===== src/rtl/pwm_duty_ramp_controller.sv =====
// pwm_duty_ramp_controller
//
// Turns a requested target duty into the PWM byte that the FET driver latches
// at each period boundary. The duty moves only on a period tick, which is the
// rising edge of the driver's CYCLE output. It ramps toward the target by STEP
// on each tick. It backs off by BACKOFF when a voltage or current limit is
// seen, then holds for HOLD_CYCLES periods. A driver fault or a dropped
// ENABLE forces the duty to zero on the very next clock.
//
// Ports:
//   CLK          : single clock, shared with the driver
//   RESET        : synchronous, active-high reset
//   ENABLE       : run request; low forces IDLE with zero duty
//   TARGET[7:0]  : requested duty, clamped to MAX_PWM
//   STEP[3:0]    : ramp increment per period; a value of 0 acts as 1
//   BACKOFF[3:0] : duty decrement applied on each limit backoff
//   HOLD_CYCLES  : periods to hold after a backoff before ramping resumes
//   CYCLE        : driver end-of-period level; only its rising edge is used
//   FAULT_DETECT : sticky driver fault
//   V_LIMIT      : asynchronous voltage-limit comparator
//   I_LIMIT      : asynchronous current-limit comparator
//   PWM[7:0]     : registered duty sent to the driver
//   STATE[2:0]   : current FSM state code (IDLE=0, RAMP=1, STEADY=2,
//                  BACKOFF=3, FAULT=4)
//   AT_TARGET    : high in STEADY while PWM equals the effective target
//   LIMIT_COUNT  : number of limit backoffs, saturating at 8'hFF

module pwm_duty_ramp_controller #(
    parameter logic [7:0] MAX_PWM = 8'hF0
) (
    input  logic       CLK,
    input  logic       RESET,
    input  logic       ENABLE,
    input  logic [7:0] TARGET,
    input  logic [3:0] STEP,
    input  logic [3:0] BACKOFF,
    input  logic [3:0] HOLD_CYCLES,
    input  logic       CYCLE,
    input  logic       FAULT_DETECT,
    input  logic       V_LIMIT,
    input  logic       I_LIMIT,
    output logic [7:0] PWM,
    output logic [2:0] STATE,
    output logic       AT_TARGET,
    output logic [7:0] LIMIT_COUNT
);

    localparam logic [2:0] ST_IDLE    = 3'd0;
    localparam logic [2:0] ST_RAMP    = 3'd1;
    localparam logic [2:0] ST_STEADY  = 3'd2;
    localparam logic [2:0] ST_BACKOFF = 3'd3;
    localparam logic [2:0] ST_FAULT   = 3'd4;

    logic       lim_sync1;
    logic       lim_sync2;
    logic       limit_seen;
    logic       cycle_q;
    logic [3:0] hold_cnt;

    logic       tick;
    logic [7:0] target_eff;
    logic [3:0] step_eff;
    logic [8:0] up_sum;
    logic [8:0] dn_diff;
    logic [8:0] bo_diff;
    logic [7:0] ramp_next;
    logic [7:0] bo_next;
    logic [7:0] cnt_next;

    assign tick       = CYCLE & ~cycle_q;
    assign target_eff = (TARGET > MAX_PWM) ? MAX_PWM : TARGET;
    assign step_eff   = (STEP == 4'd0) ? 4'd1 : STEP;

    // Nine-bit arithmetic keeps the carry or borrow, so the clamps below
    // can never wrap past the target or past zero.
    assign up_sum  = {1'b0, PWM} + {5'b0, step_eff};
    assign dn_diff = {1'b0, PWM} - {5'b0, step_eff};
    assign bo_diff = {1'b0, PWM} - {5'b0, BACKOFF};

    always_comb begin
        ramp_next = PWM;
        if (PWM < target_eff) begin
            ramp_next = (up_sum >= {1'b0, target_eff}) ? target_eff : up_sum[7:0];
        end else if (PWM > target_eff) begin
            ramp_next = (dn_diff[8] || (dn_diff[7:0] <= target_eff)) ? target_eff : dn_diff[7:0];
        end
    end

    assign bo_next   = bo_diff[8] ? 8'd0 : bo_diff[7:0];
    assign cnt_next  = (LIMIT_COUNT == 8'hFF) ? 8'hFF : LIMIT_COUNT + 8'd1;
    assign AT_TARGET = (STATE == ST_STEADY) && (PWM == target_eff);

    always_ff @(posedge CLK) begin
        if (RESET) begin
            lim_sync1   <= 1'b0;
            lim_sync2   <= 1'b0;
            limit_seen  <= 1'b0;
            cycle_q     <= 1'b0;
            hold_cnt    <= 4'd0;
            PWM         <= 8'd0;
            STATE       <= ST_IDLE;
            LIMIT_COUNT <= 8'd0;
        end else begin
            lim_sync1 <= V_LIMIT | I_LIMIT;
            lim_sync2 <= lim_sync1;
            cycle_q   <= CYCLE;
            // Cleared on a tick, but a limit arriving on that same clock
            // sets it again, so the event carries into the next period.
            limit_seen <= lim_sync2 | (limit_seen & ~tick);

            if (FAULT_DETECT) begin
                STATE <= ST_FAULT;
                PWM   <= 8'd0;
            end else if (!ENABLE) begin
                STATE <= ST_IDLE;
                PWM   <= 8'd0;
            end else begin
                case (STATE)
                    ST_IDLE: begin
                        PWM   <= 8'd0;
                        STATE <= ST_RAMP;
                    end
                    ST_RAMP: begin
                        if (tick) begin
                            if (limit_seen) begin
                                STATE       <= ST_BACKOFF;
                                PWM         <= bo_next;
                                LIMIT_COUNT <= cnt_next;
                                hold_cnt    <= HOLD_CYCLES;
                            end else begin
                                PWM <= ramp_next;
                                if (ramp_next == target_eff) begin
                                    STATE <= ST_STEADY;
                                end
                            end
                        end
                    end
                    ST_STEADY: begin
                        if (tick) begin
                            if (limit_seen) begin
                                STATE       <= ST_BACKOFF;
                                PWM         <= bo_next;
                                LIMIT_COUNT <= cnt_next;
                                hold_cnt    <= HOLD_CYCLES;
                            end else if (PWM != target_eff) begin
                                STATE <= ST_RAMP;
                            end
                        end
                    end
                    ST_BACKOFF: begin
                        if (tick) begin
                            if (limit_seen) begin
                                PWM         <= bo_next;
                                LIMIT_COUNT <= cnt_next;
                                hold_cnt    <= HOLD_CYCLES;
                            end else if (hold_cnt == 4'd0) begin
                                STATE <= ST_RAMP;
                            end else begin
                                hold_cnt <= hold_cnt - 4'd1;
                            end
                        end
                    end
                    ST_FAULT: begin
                        // Held here until ENABLE drops, even after the fault clears.
                        PWM <= 8'd0;
                    end
                    default: begin
                        STATE <= ST_IDLE;
                        PWM   <= 8'd0;
                    end
                endcase
            end
        end
    end

endmodule


===== config.mk =====
export PLATFORM = sky130hd
export DESIGN_NAME = pwm_duty_ramp_controller
export DESIGN_NICKNAME = d
export VERILOG_FILES = /design/src/rtl/pwm_duty_ramp_controller.sv
export SDC_FILE = /design/constraint.sdc
export NUM_CORES = 1
export LEC_CHECK = 0
export CAP_MARGIN = 10
export CORE_ASPECT_RATIO = 0.75
export CORE_MARGIN = 5
export CORE_UTILIZATION = 23
export DETAILED_ROUTE_END_ITERATION = 12
export PLACE_DENSITY = 0.51
export SLEW_MARGIN = 5
export SYNTH_ARGS = -nofsm -noshare
export SYNTH_HDL_FRONTEND = slang
export SYNTH_SLANG_ARGS = --single-unit

===== constraint.sdc =====
create_clock -name CLK -period 4 [get_ports CLK]
set_clock_uncertainty 0.1 [all_clocks]
set_input_delay 0.6 -clock CLK [delete_from_list [all_inputs] [get_ports CLK]]
set_output_delay 0.6 -clock CLK [all_outputs]
set_load 0.05 [all_outputs]

==> impl_metrics.py, run 1 <==
metrics = {
    "pwr": {
        "ir_worst_vdd_v": 0.000112,
        "power.total_uw": 777,
        "p_leak_nw": 2.10,
        "power_density_nw_per_um2": 158,
    },
    "cts": {
        "htreeDepth": 1,
        "clk_pin_slew_ns": 0.07,
        "cts_sinks": 27,
        "cts_buffer_depth": 2,
        "hold_buffers": 0,
        "clk_latency_ns": 0.27,
        "numCtsBuffers": 3,
        "cts_root_buf": "clkbuf_16",
        "cts_tree": "yes",
    },
    "floorplanning": {
        "start_util_pct": 23.6,
        "core_area_sq_um": 14500,
        "die_x_microns": 151,
        "dieHeight_microns": 116,
        "placement_rows": 38,
        "dieArea_sq_um": 17500,
        "ios": 47,
    },
    "setup_path": {
        "worst_path_most_repeated_cell": "nand4_1",
        "cpLargestDelayFamily": "compound AO/OA/AOI/OAI gates",
        "cp-start-kind": "primary input",
        "cp_slowest_stage_delay_ns": 0.34,
        "critPathKind": "primary input to register",
        "rr_worst_depth": 19,
        "critical_path_required_ns": 4.06,
        "cp_num_buf_inv": 3,
        "critPathArrivalTime_ns": 4.11,
        "crit_slowest_cell": "fa_2",
        "endpoint_kind": "register",
        "path_cells": "buf_6, inv_4, a31o_4, ha_4, inv_2, fa_2, a21o_1, a21oi_2, nand2_2, nor2_4, xor2_1, ha_1, nand4_1, nor2_1, a211o_1, nand2_4, a41o_1, a311oi_2, mux2i_1, nand4_1, o311a_1",
        "rrSetupSlack_ns": 0.05,
        "r2r-end": "STATE[0]",
        "r2r-start": "PWM[0]",
        "crit_path_max_fanout": 5,
    },
    "drt": {
        "drc_errors": 0,
        "vias_per_cell": 4.95,
        "initialDrtViolationCount": 307,
        "vias": 3815,
        "drt_wl_total_mm": 12.0,
        "drt-pass1-iter-count": 5,
        "wl_per_cell_microns": 15.6,
        "ant_nets": 0,
    },
    "run_status": {
        "violations": "setup timing",
        "status": "finished, violations left",
    },
    "cells_and_area": {
        "multi_input_area_sq_um": 2790,
        "final_net_count": 641,
        "stdcell_area_sq_um": 4910,
        "num-fill-cells": 1555,
        "diodes": 0,
        "final-seq-area_sq_um": 541,
        "final_util_pct": 33.7,
        "layout-drive-gt1-share_pct": 24.0,
        "areaGrowthSynthToFinish_pct": 42.7,
    },
    "synthesis": {
        "mappedNetlistArea_sq_um": 3440,
        "syn_area_per_cell_sq_um": 7.48,
        "synth_top_area_cell": "dfxtp_1",
        "yosysMostFrequentCell": "nor2_1",
        "yosys_warnings": 0,
        "synthCells": 460,
        "synthTopCellsByCount": "nor2_1, ha_1, a21oi_1, nand2_1, inv_1",
        "synthTopCellsByArea": "dfxtp_1, ha_1, a21oi_1",
        "synth_edf_count": 0,
        "ys_ff_latch": 27,
        "syn_nets": 529,
        "synthDistinctLibCells": 72,
        "async_reset_ff_share_pct": 0,
        "synth_top_area_share_pct": 15.7,
        "ys_seq_area_share_pct": 15.7,
        "synth-main-ff-cell": "dfxtp_1",
    },
    "sta": {
        "period_minus_slack_ns": 4.05,
        "finalCritPeriodShare_pct": 101,
        "tightest_slew_ns": 0.553,
        "fin_tns_setup_ns": -0.125,
        "rsz0062_at_grt": "yes",
        "relSlewSlack_pct": 63.1,
        "setup_viol": 3,
        "slew_violations": 0,
        "hold_violations": 0,
        "max_freq_mhz": 247,
        "setup_ws_ns": -0.0523,
    },
    "global_routing": {
        "grt_use_total_pct": 13.7,
        "grt_antenna_before_repair": 0,
        "grt_pass1_vias": 3745,
        "grt_max_degree": 20,
        "grt_remaining_overflow": 0,
        "grt_pass1_wl_mm": 19.4,
    },
    "place": {
        "hpwl_mm": 9.88,
        "detailed_place.area_sq_um": 4660,
        "port_buffers": 46,
        "routabilityCongestion": 0.954,
    },
    "run": {
        "maxCapViolCount": 0,
    },
    "hold_path": {
        "whs_endpoint": "limit_seen",
        "hp-start": "lim_sync2",
        "hp-class": "register to register",
        "holdPathStages": 2,
    },
}
cells by family (layout without fill, tap and decap cells):
| group | count (synthesis) | in the layout | synth area share (%) |
|---|---|---|---|
| AOI/OAI and AO/OA | 141 | 141 | 27.8 |
| xor gates and xnor gates | 23 | 23 | 5.86 |
| adders and majority gates | 42 | 42 | 15.9 |
| buffers and inverters | 54 | 165 | 7.13 |
| DFF | 27 | 27 | 15.7 |
| muxes | 15 | 15 | 4.40 |
| and+or+nand+nor | 158 | 158 | 23.2 |
area by class of cell:
class | count | area share [%]
multi-input cells | 379 | 56.9
clock inverters | 1 | 0.178
repair buffers | 130 | 22.6
inverters | 31 | 2.68
clock buffers | 3 | 1.53
flip-flops and latches | 27 | 11.0
well taps | 200 | 5.10
layer usage:
layer  GRT usage, %  part of all wire (%)
met1           20.9                    51
met2           20.8                    42
met3           1.72                   6.6
met4           2.17                  0.76
met5              0                     0
how the worst max path moves through the flow:
stage	slack [ns]	cells past startpoint	endpoint	start
2_1_floorplan	-0.09	20	STATE[0]	STEP[2]
3_3_place_gp	-0.69	16	STATE[0]	STEP[2]
3_5_place_dp	-0.76	21	STATE[0]	STEP[3]
4_1_cts	-0.19	21	STATE[0]	STEP[1]
5_1_grt	-0.28	21	STATE[0]	STEP[3]
6_report	-0.05	21	STATE[0]	STEP[2]
worst min-delay path, cell delays in order (launching register included):
cell and delay, ns:
dfxtp_1 0.31, a21oi_1 0.03, nor2_1 0.07
placed cells by master (no fill, tap or decap), types with 3 or more instances in the layout:
master / count
a211o_1: 3
a211oi_1: 8
a21o_1: 6
a21oi_1: 37
a21oi_2: 3
a22oi_1: 5
a311oi_1: 6
a31oi_1: 5
and2_1: 4
and3_1: 3
buf_4: 84
clkbuf_16: 3
clkdlybuf4s50_1: 41
dfxtp_1: 27
ha_1: 37
inv_1: 24
inv_4: 4
mux2i_1: 14
nand2_1: 33
nand2_4: 3
nand2b_1: 7
nand3_1: 10
nand4_1: 6
nor2_1: 49
nor2b_1: 7
nor3_1: 12
o211ai_1: 4
o21ai_0: 17
o21ai_1: 11
o21ai_2: 3
o22ai_1: 3
or2_2: 4
or3_1: 4
xnor2_1: 17
xor2_1: 6
metrics by stage:
stage          hold slack [ns]  worst slack (ns)  cells
2_1_floorplan            0.313           -0.0925    460
3_3_place_gp             0.321            -0.691    760
3_5_place_dp             0.334            -0.759    760
4_1_cts                  0.353            -0.187    771
5_1_grt                  0.375            -0.281    771
6_report                 0.346           -0.0523    771
flip-flops by register name, indices dropped and copies added, names as in the netlist:
signal	cells
LIMIT_COUNT	8
PWM	8
hold_cnt	4
STATE	3
cycle_q	1
lim_sync1	1
lim_sync2	1
limit_seen	1
power by group:
part | leakage [nW] | internal, mW | switching (mW)
Combinational | 1.84 | 0.126 | 0.129
Clock | 0.0415 | 0.139 | 0.106
Sequential | 0.219 | 0.272 | 0.00548
Total | 2.10 | 0.537 | 0.241
timing repair:
item,4_1_cts,5_1_grt
setup buffers,7,0
pin swaps,17,19
endpoints found under the setup margin,10,9
resized for setup,32,12
cloned,0,0
(Power assumes the default switching activity.)
==> inputs of run 2 (changes only) <==
--- a/config.mk
+++ b/config.mk
@@ -6,11 +6,9 @@
 export NUM_CORES = 1
 export LEC_CHECK = 0
 export CAP_MARGIN = 10
-export CORE_ASPECT_RATIO = 0.75
 export CORE_MARGIN = 5
 export CORE_UTILIZATION = 23
 export DETAILED_ROUTE_END_ITERATION = 12
-export PLACE_DENSITY = 0.51
 export SLEW_MARGIN = 5
 export SYNTH_ARGS = -nofsm -noshare
 export SYNTH_HDL_FRONTEND = slang
==> run 2 against run 1 <==
Effect of this change: the flow still finishes with violations (setup timing); via count up 1.7%; register-to-register slack worse by 0.15 ns; sequential power about the same; wire length up 1.2%; first-iteration DRC count down 3.3%.
==> impl_metrics.py, run 2 (synthesis results as in run 1) <==
metrics = {
    "drt": {
        "drt_wl_total_mm": 12.2,
        "initialDrtViolationCount": 297,
        "vias": 3879,
        "drc_errors": 0,
        "wl_per_cell_microns": 16.1,
        "drt-pass1-iter-count": 4,
        "vias_per_cell": 5.12,
        "ant_nets": 0,
    },
    "cells_and_area": {
        "layout_commonest_cell": "buf_4",
        "layout-drive-gt1-share_pct": 24.4,
        "num-fill-cells": 1524,
        "top_regs": "LIMIT_COUNT x8, PWM x8, hold_cnt x4",
        "mostFrequentLayoutCells": "buf_4, nor2_1, clkdlybuf4s50_1, ha_1, a21oi_1",
        "diodes": 0,
        "areaGrowthSynthToFinish_pct": 43.2,
        "stdcell_area_sq_um": 4930,
        "fin_cells": 758,
        "final_net_count": 644,
    },
    "sta": {
        "rsz0062_at_grt": "yes",
        "tightest_slew_ns": 0.598,
        "max_freq_mhz": 236,
        "setup_viol": 10,
        "hold_violations": 0,
        "setup_ws_ns": -0.240,
        "slew_violations": 0,
        "relSlewSlack_pct": 60.1,
        "finalCritPeriodShare_pct": 106,
        "period_minus_slack_ns": 4.24,
    },
    "setup_path": {
        "critPathKind": "primary input to register",
        "cp-start-kind": "primary input",
        "endpoint_kind": "register",
        "crit_slowest_cell": "fa_1",
        "critical_path_required_ns": 4.06,
        "cp_num_buf_inv": 5,
        "critPathArrivalTime_ns": 4.30,
        "crit_path_max_fanout": 4,
        "rrSetupSlack_ns": -0.10,
        "cp_slowest_stage_delay_ns": 0.38,
        "worst_path_most_repeated_cell": "buf_4",
        "path_cells": "clkdlybuf4s15_2, a31o_4, buf_4, ha_1, fa_1, nand2b_1, a21oi_2, and2b_1, xor2_1, ha_1, o21ai_4, buf_4, nor2_1, a311oi_2, buf_4, o31ai_2, buf_4, nand2_1, a311oi_2, nand4_1, o311a_1",
        "cpLargestDelayFamily": "compound AO/OA/AOI/OAI gates",
    },
    "floorplanning": {
        "die_x_microns": 132,
        "ios": 47,
        "core_area_sq_um": 14600,
        "start_util_pct": 23.6,
        "dieHeight_microns": 132,
        "placement_rows": 44,
        "dieArea_sq_um": 17500,
    },
    "cts": {
        "numCtsBuffers": 3,
        "hold_buffers": 0,
        "cts_root_buf": "clkbuf_16",
        "clk_latency_ns": 0.27,
        "htreeDepth": 1,
        "cts_sinks": 27,
        "cts_buffer_depth": 2,
        "cts_tree": "yes",
        "clk_pin_slew_ns": 0.07,
    },
    "pwr": {
        "cellInternalPower_uw": 538,
        "ir_worst_vdd_v": 0.000133,
        "pwr-share-seq_pct": 35.6,
        "p_sw_uw": 241,
        "combPwrFrac_pct": 33.7,
        "power_density_nw_per_um2": 158,
        "switching_share_pct": 30.9,
        "p_leak_nw": 2.10,
        "clockPowerShare_pct": 30.7,
    },
    "global_routing": {
        "grt_antenna_before_repair": 0,
        "grt_pass1_wl_mm": 19.9,
        "grt_max_degree": 19,
        "grt_remaining_overflow": 0,
        "grt_use_total_pct": 13.6,
        "grt_pass1_vias": 3956,
    },
    "place": {
        "routabilityCongestion": 0.914,
        "port_buffers": 46,
        "place_inst": 738,
        "hpwl_mm": 9.48,
        "detailed_place.area_sq_um": 4600,
    },
    "run_status": {
        "violations": "setup timing",
        "status": "finished, violations left",
    },
    "run": {
        "maxCapViolCount": 0,
    },
    "hold_path": {
        "hp-class": "register to register",
    },
}
run 2: metrics by stage:
step | hold slack, ns | utilization, % | setup slack (ns) | power [mW] | TNS [ns]
detailed placement | 0.327 | 31.5 | -0.976 | 0.522 | -7.95
floorplan | 0.313 | - | -0.0925 | 0.415 | -0.0925
global placement | 0.317 | 31.5 | -0.854 | 0.519 | -6.92
global route | 0.373 | 33.8 | -0.427 | 0.822 | -3.34
CTS | 0.344 | 33.4 | -0.284 | 0.779 | -0.669
finish | 0.341 | 33.8 | -0.240 | 0.779 | -1.40
run 2: area by class of cell:
type / count / area [sq um] / share of cell area (%)
Clock buffer: 3 / 75.1 / 1.52
Sequential cell: 27 / 541 / 11.0
Multi-Input combinational cell: 380 / 2800 / 56.8
Tap cell: 184 / 230 / 4.67
Inverter: 31 / 131 / 2.67
Clock inverter: 1 / 7.51 / 0.152
Timing Repair Buffer: 132 / 1140 / 23.2
run 2: worst register-to-register path, cell delays in order, from the launching register on:
cell and delay [ns]:
dfxtp_1 0.34, inv_1 0.13, ha_4 0.15, inv_2 0.03, fa_2 0.34, a21o_1 0.19
a21oi_2 0.19, nand2_1 0.12, nor2_2 0.16, xor2_1 0.09, ha_1 0.29, nand4_1 0.14
nor2_1 0.14, a211o_1 0.18, nand2_4 0.11, a41o_1 0.28, a311oi_4 0.27, mux2i_1 0.25
nand4_1 0.17, o311a_1 0.32
run 2: path summary, 6_finish.rpt:
path                 to  cells past startpoint       from
min          limit_seen                      2  lim_sync2
max            STATE[0]                     21    STEP[0]
min reg2reg  limit_seen                      2  lim_sync2
max reg2reg    STATE[0]                     19     PWM[0]
run 2: power by group through the flow:
stage / logic [mW] / registers (mW) / clock network [mW]
finish: 0.263 / 0.277 / 0.239
global route: 0.287 / 0.278 / 0.257
CTS: 0.255 / 0.277 / 0.247
detailed placement: 0.239 / 0.283 / 0
global placement: 0.235 / 0.283 / 0
floorplan: 0.131 / 0.284 / 0
run 2: what timing repair did:
item                                    4_1_cts  5_1_grt
gates cloned                                  1        0
gates resized for setup                      35       11
pin swaps                                    20       14
endpoints found under the setup margin       10       10
buffers inserted                             13        2
run 2: metal layers:
metal	vias up	global-route usage (%)	wire length (microns)
met5	-	0	0
met4	0	3.62	251
met3	18	1.53	605
met2	120	23.5	5760
met1	1834	17.9	5560
li1	1907	-	-
==> inputs of run 3 (changes only) <==
--- a/config.mk
+++ b/config.mk
@@ -7,7 +7,7 @@
 export LEC_CHECK = 0
 export CAP_MARGIN = 10
 export CORE_MARGIN = 5
-export CORE_UTILIZATION = 23
+export CORE_UTILIZATION = 40
 export DETAILED_ROUTE_END_ITERATION = 12
 export SLEW_MARGIN = 5
 export SYNTH_ARGS = -nofsm -noshare
==> constraint.sdc (replaced) <==
create_clock -name CLK -period 3.6 [get_ports CLK]
set_clock_uncertainty 0.1 [all_clocks]
set_input_delay 0.54 -clock CLK [delete_from_list [all_inputs] [get_ports CLK]]
set_output_delay 0.54 -clock CLK [all_outputs]
set_load 0.1 [all_outputs]
==> run 3 against run 2 <==
Effect of this change: first-iteration DRC count decreased by 20%; power increased by 1.8%; cell count decreased by 9.0%; clock power down 23%; global-route usage up 8.2 points; the run still ends with setup timing left; wire length fell by 6.8%; cell area grew 1.2%; non-clock buffer count rose by 12; via count grew 0.54%; sequential cell count stayed put.
==> impl_metrics.py, run 3 (synthesis results as in run 1) <==
metrics = {
    "place": {
        "detailed_place.area_sq_um": 4700,
        "place_inst": 677,
        "port_buffers": 46,
        "hpwl_mm": 9.04,
        "routabilityCongestion": 0.926,
    },
    "sta": {
        "hold_violations": 0,
        "relSlewSlack_pct": 33.8,
        "rsz0062_at_grt": "yes",
        "finalCritPeriodShare_pct": 112,
        "setup_ws_ns": -0.422,
        "tightest_slew_ns": 0.990,
        "max_freq_mhz": 249,
        "slew_violations": 0,
        "period_minus_slack_ns": 4.02,
        "setup_viol": 10,
    },
    "cells_and_area": {
        "final_net_count": 655,
        "layout_commonest_cell": "buf_4",
        "diodes": 0,
        "mostFrequentLayoutCells": "buf_4, nor2_1, ha_1, a21oi_1, nand2_1",
        "top_regs": "LIMIT_COUNT x8, PWM x8, hold_cnt x4",
        "num-fill-cells": 781,
        "stdcell_area_sq_um": 4980,
        "areaGrowthSynthToFinish_pct": 44.9,
        "fin_cells": 690,
        "layout-drive-gt1-share_pct": 28.7,
    },
    "global_routing": {
        "grt_remaining_overflow": 0,
        "grt_use_total_pct": 21.7,
        "grt_pass1_wl_mm": 18.3,
        "grt_max_degree": 19,
        "grt_antenna_before_repair": 0,
        "grt_pass1_vias": 3901,
    },
    "run_status": {
        "status": "finished, violations left",
        "violations": "setup timing",
    },
    "setup_path": {
        "critical_path_required_ns": 3.67,
        "critPathKind": "primary input to register",
        "cp-start-kind": "primary input",
        "crit_path_end": "STATE[0]",
        "timing.critical_path.from": "STEP[1]",
        "rrSetupSlack_ns": -0.28,
        "r2r-end": "STATE[0]",
        "endpoint_kind": "register",
        "r2r-start": "PWM[0]",
        "critPathArrivalTime_ns": 4.09,
        "rr_worst_depth": 20,
        "crit_path_max_fanout": 7,
    },
    "floorplanning": {
        "ios": 47,
        "die_x_microns": 103,
        "dieArea_sq_um": 10600,
        "dieHeight_microns": 103,
        "core_area_sq_um": 8300,
        "placement_rows": 33,
        "start_util_pct": 41.4,
    },
    "run": {
        "maxCapViolCount": 0,
    },
    "cts": {
        "hold_buffers": 0,
        "cts_buffer_depth": 2,
        "cts_sinks": 27,
        "htreeDepth": 1,
        "clk_pin_slew_ns": 0.10,
        "numCtsBuffers": 3,
        "cts_tree": "yes",
        "cts_root_buf": "clkbuf_8",
        "clk_latency_ns": 0.28,
    },
    "pwr": {
        "ir_worst_vdd_v": 0.000248,
        "power.total_uw": 793,
        "power_density_nw_per_um2": 159,
        "p_leak_nw": 2.21,
    },
    "drt": {
        "vias": 3900,
        "drt-pass1-iter-count": 6,
        "drt_wl_total_mm": 11.4,
        "drc_errors": 0,
        "wl_per_cell_microns": 16.5,
        "vias_per_cell": 5.65,
        "initialDrtViolationCount": 239,
        "ant_nets": 0,
    },
    "hold_path": {
        "hp-class": "register to register",
    },
}
## run 3: what timing repair did
action | 4_1_cts | 5_1_grt
endpoints found under the hold margin | 0 | 0
gates resized for setup | 24 | 34
pin swaps | 20 | 25
endpoints found under the setup margin | 11 | 11
setup buffers | 5 | 5
## run 3: cell type report
type                       count  area [sq um]  area share (%)
inverter                      31           154            3.09
sequential                    27           552            11.1
clock inverter                 1          7.51           0.151
tap                          105           131            2.64
clock buffer                   3          41.3           0.828
multi-input combinational    379          2810            56.4
timing repair buffer         144          1290            25.8
## run 3: worst min path at each step
stage / end / slack, ns / depth (start not counted) / start
final: lim_sync2 / 0.36 / 1 / lim_sync1
after global routing: lim_sync2 / 0.39 / 1 / lim_sync1
after CTS: lim_sync2 / 0.36 / 1 / lim_sync1
after detailed placement: lim_sync2 / 0.34 / 1 / lim_sync1
after global placement: lim_sync2 / 0.32 / 1 / lim_sync1
after floorplan: limit_seen / 0.31 / 2 / lim_sync2
## run 3: through the flow
stage | util (%) | setup WS [ns] | TNS [ns] | hold slack [ns]
after global routing | 60.1 | -0.617 | -4.42 | 0.388
after floorplan | - | -0.365 | -0.705 | 0.313
after global placement | 56.7 | -1.14 | -10.12 | 0.320
final | 60.1 | -0.422 | -2.67 | 0.360
after detailed placement | 56.7 | -1.20 | -10.41 | 0.340
after CTS | 58.2 | -0.638 | -3.71 | 0.361
## run 3: report_power, final
| part | internal, mW | switching, mW | leakage, nW |
|---|---|---|---|
| logic | 0.152 | 0.151 | 1.97 |
| clock network | 0.0788 | 0.104 | 0.0217 |
| registers | 0.301 | 0.00653 | 0.222 |
## run 3: routing by layer
metal	part of all wire [%]	GRT usage (%)	up-vias
met4	3.5	8.76	0
li1	-	-	1928
met2	49	37.8	115
met1	42	27.5	1826
met5	0	0	-
met3	5.4	2.10	31
## run 3: worst max-delay path: stages
cell	delay [ns]
buf_8	0.09
clkinv_8	0.04
buf_4	0.12
ha_1	0.30
buf_4	0.13
nand2b_1	0.09
a21oi_1	0.11
nor4b_2	0.37
xor2_1	0.26
ha_1	0.30
nand4_1	0.17
nor2_1	0.07
a211o_1	0.32
nand2_4	0.13
buf_12	0.12
nand2_8	0.05
a311oi_4	0.23
mux2i_1	0.21
nand4_1	0.13
o311a_1	0.32
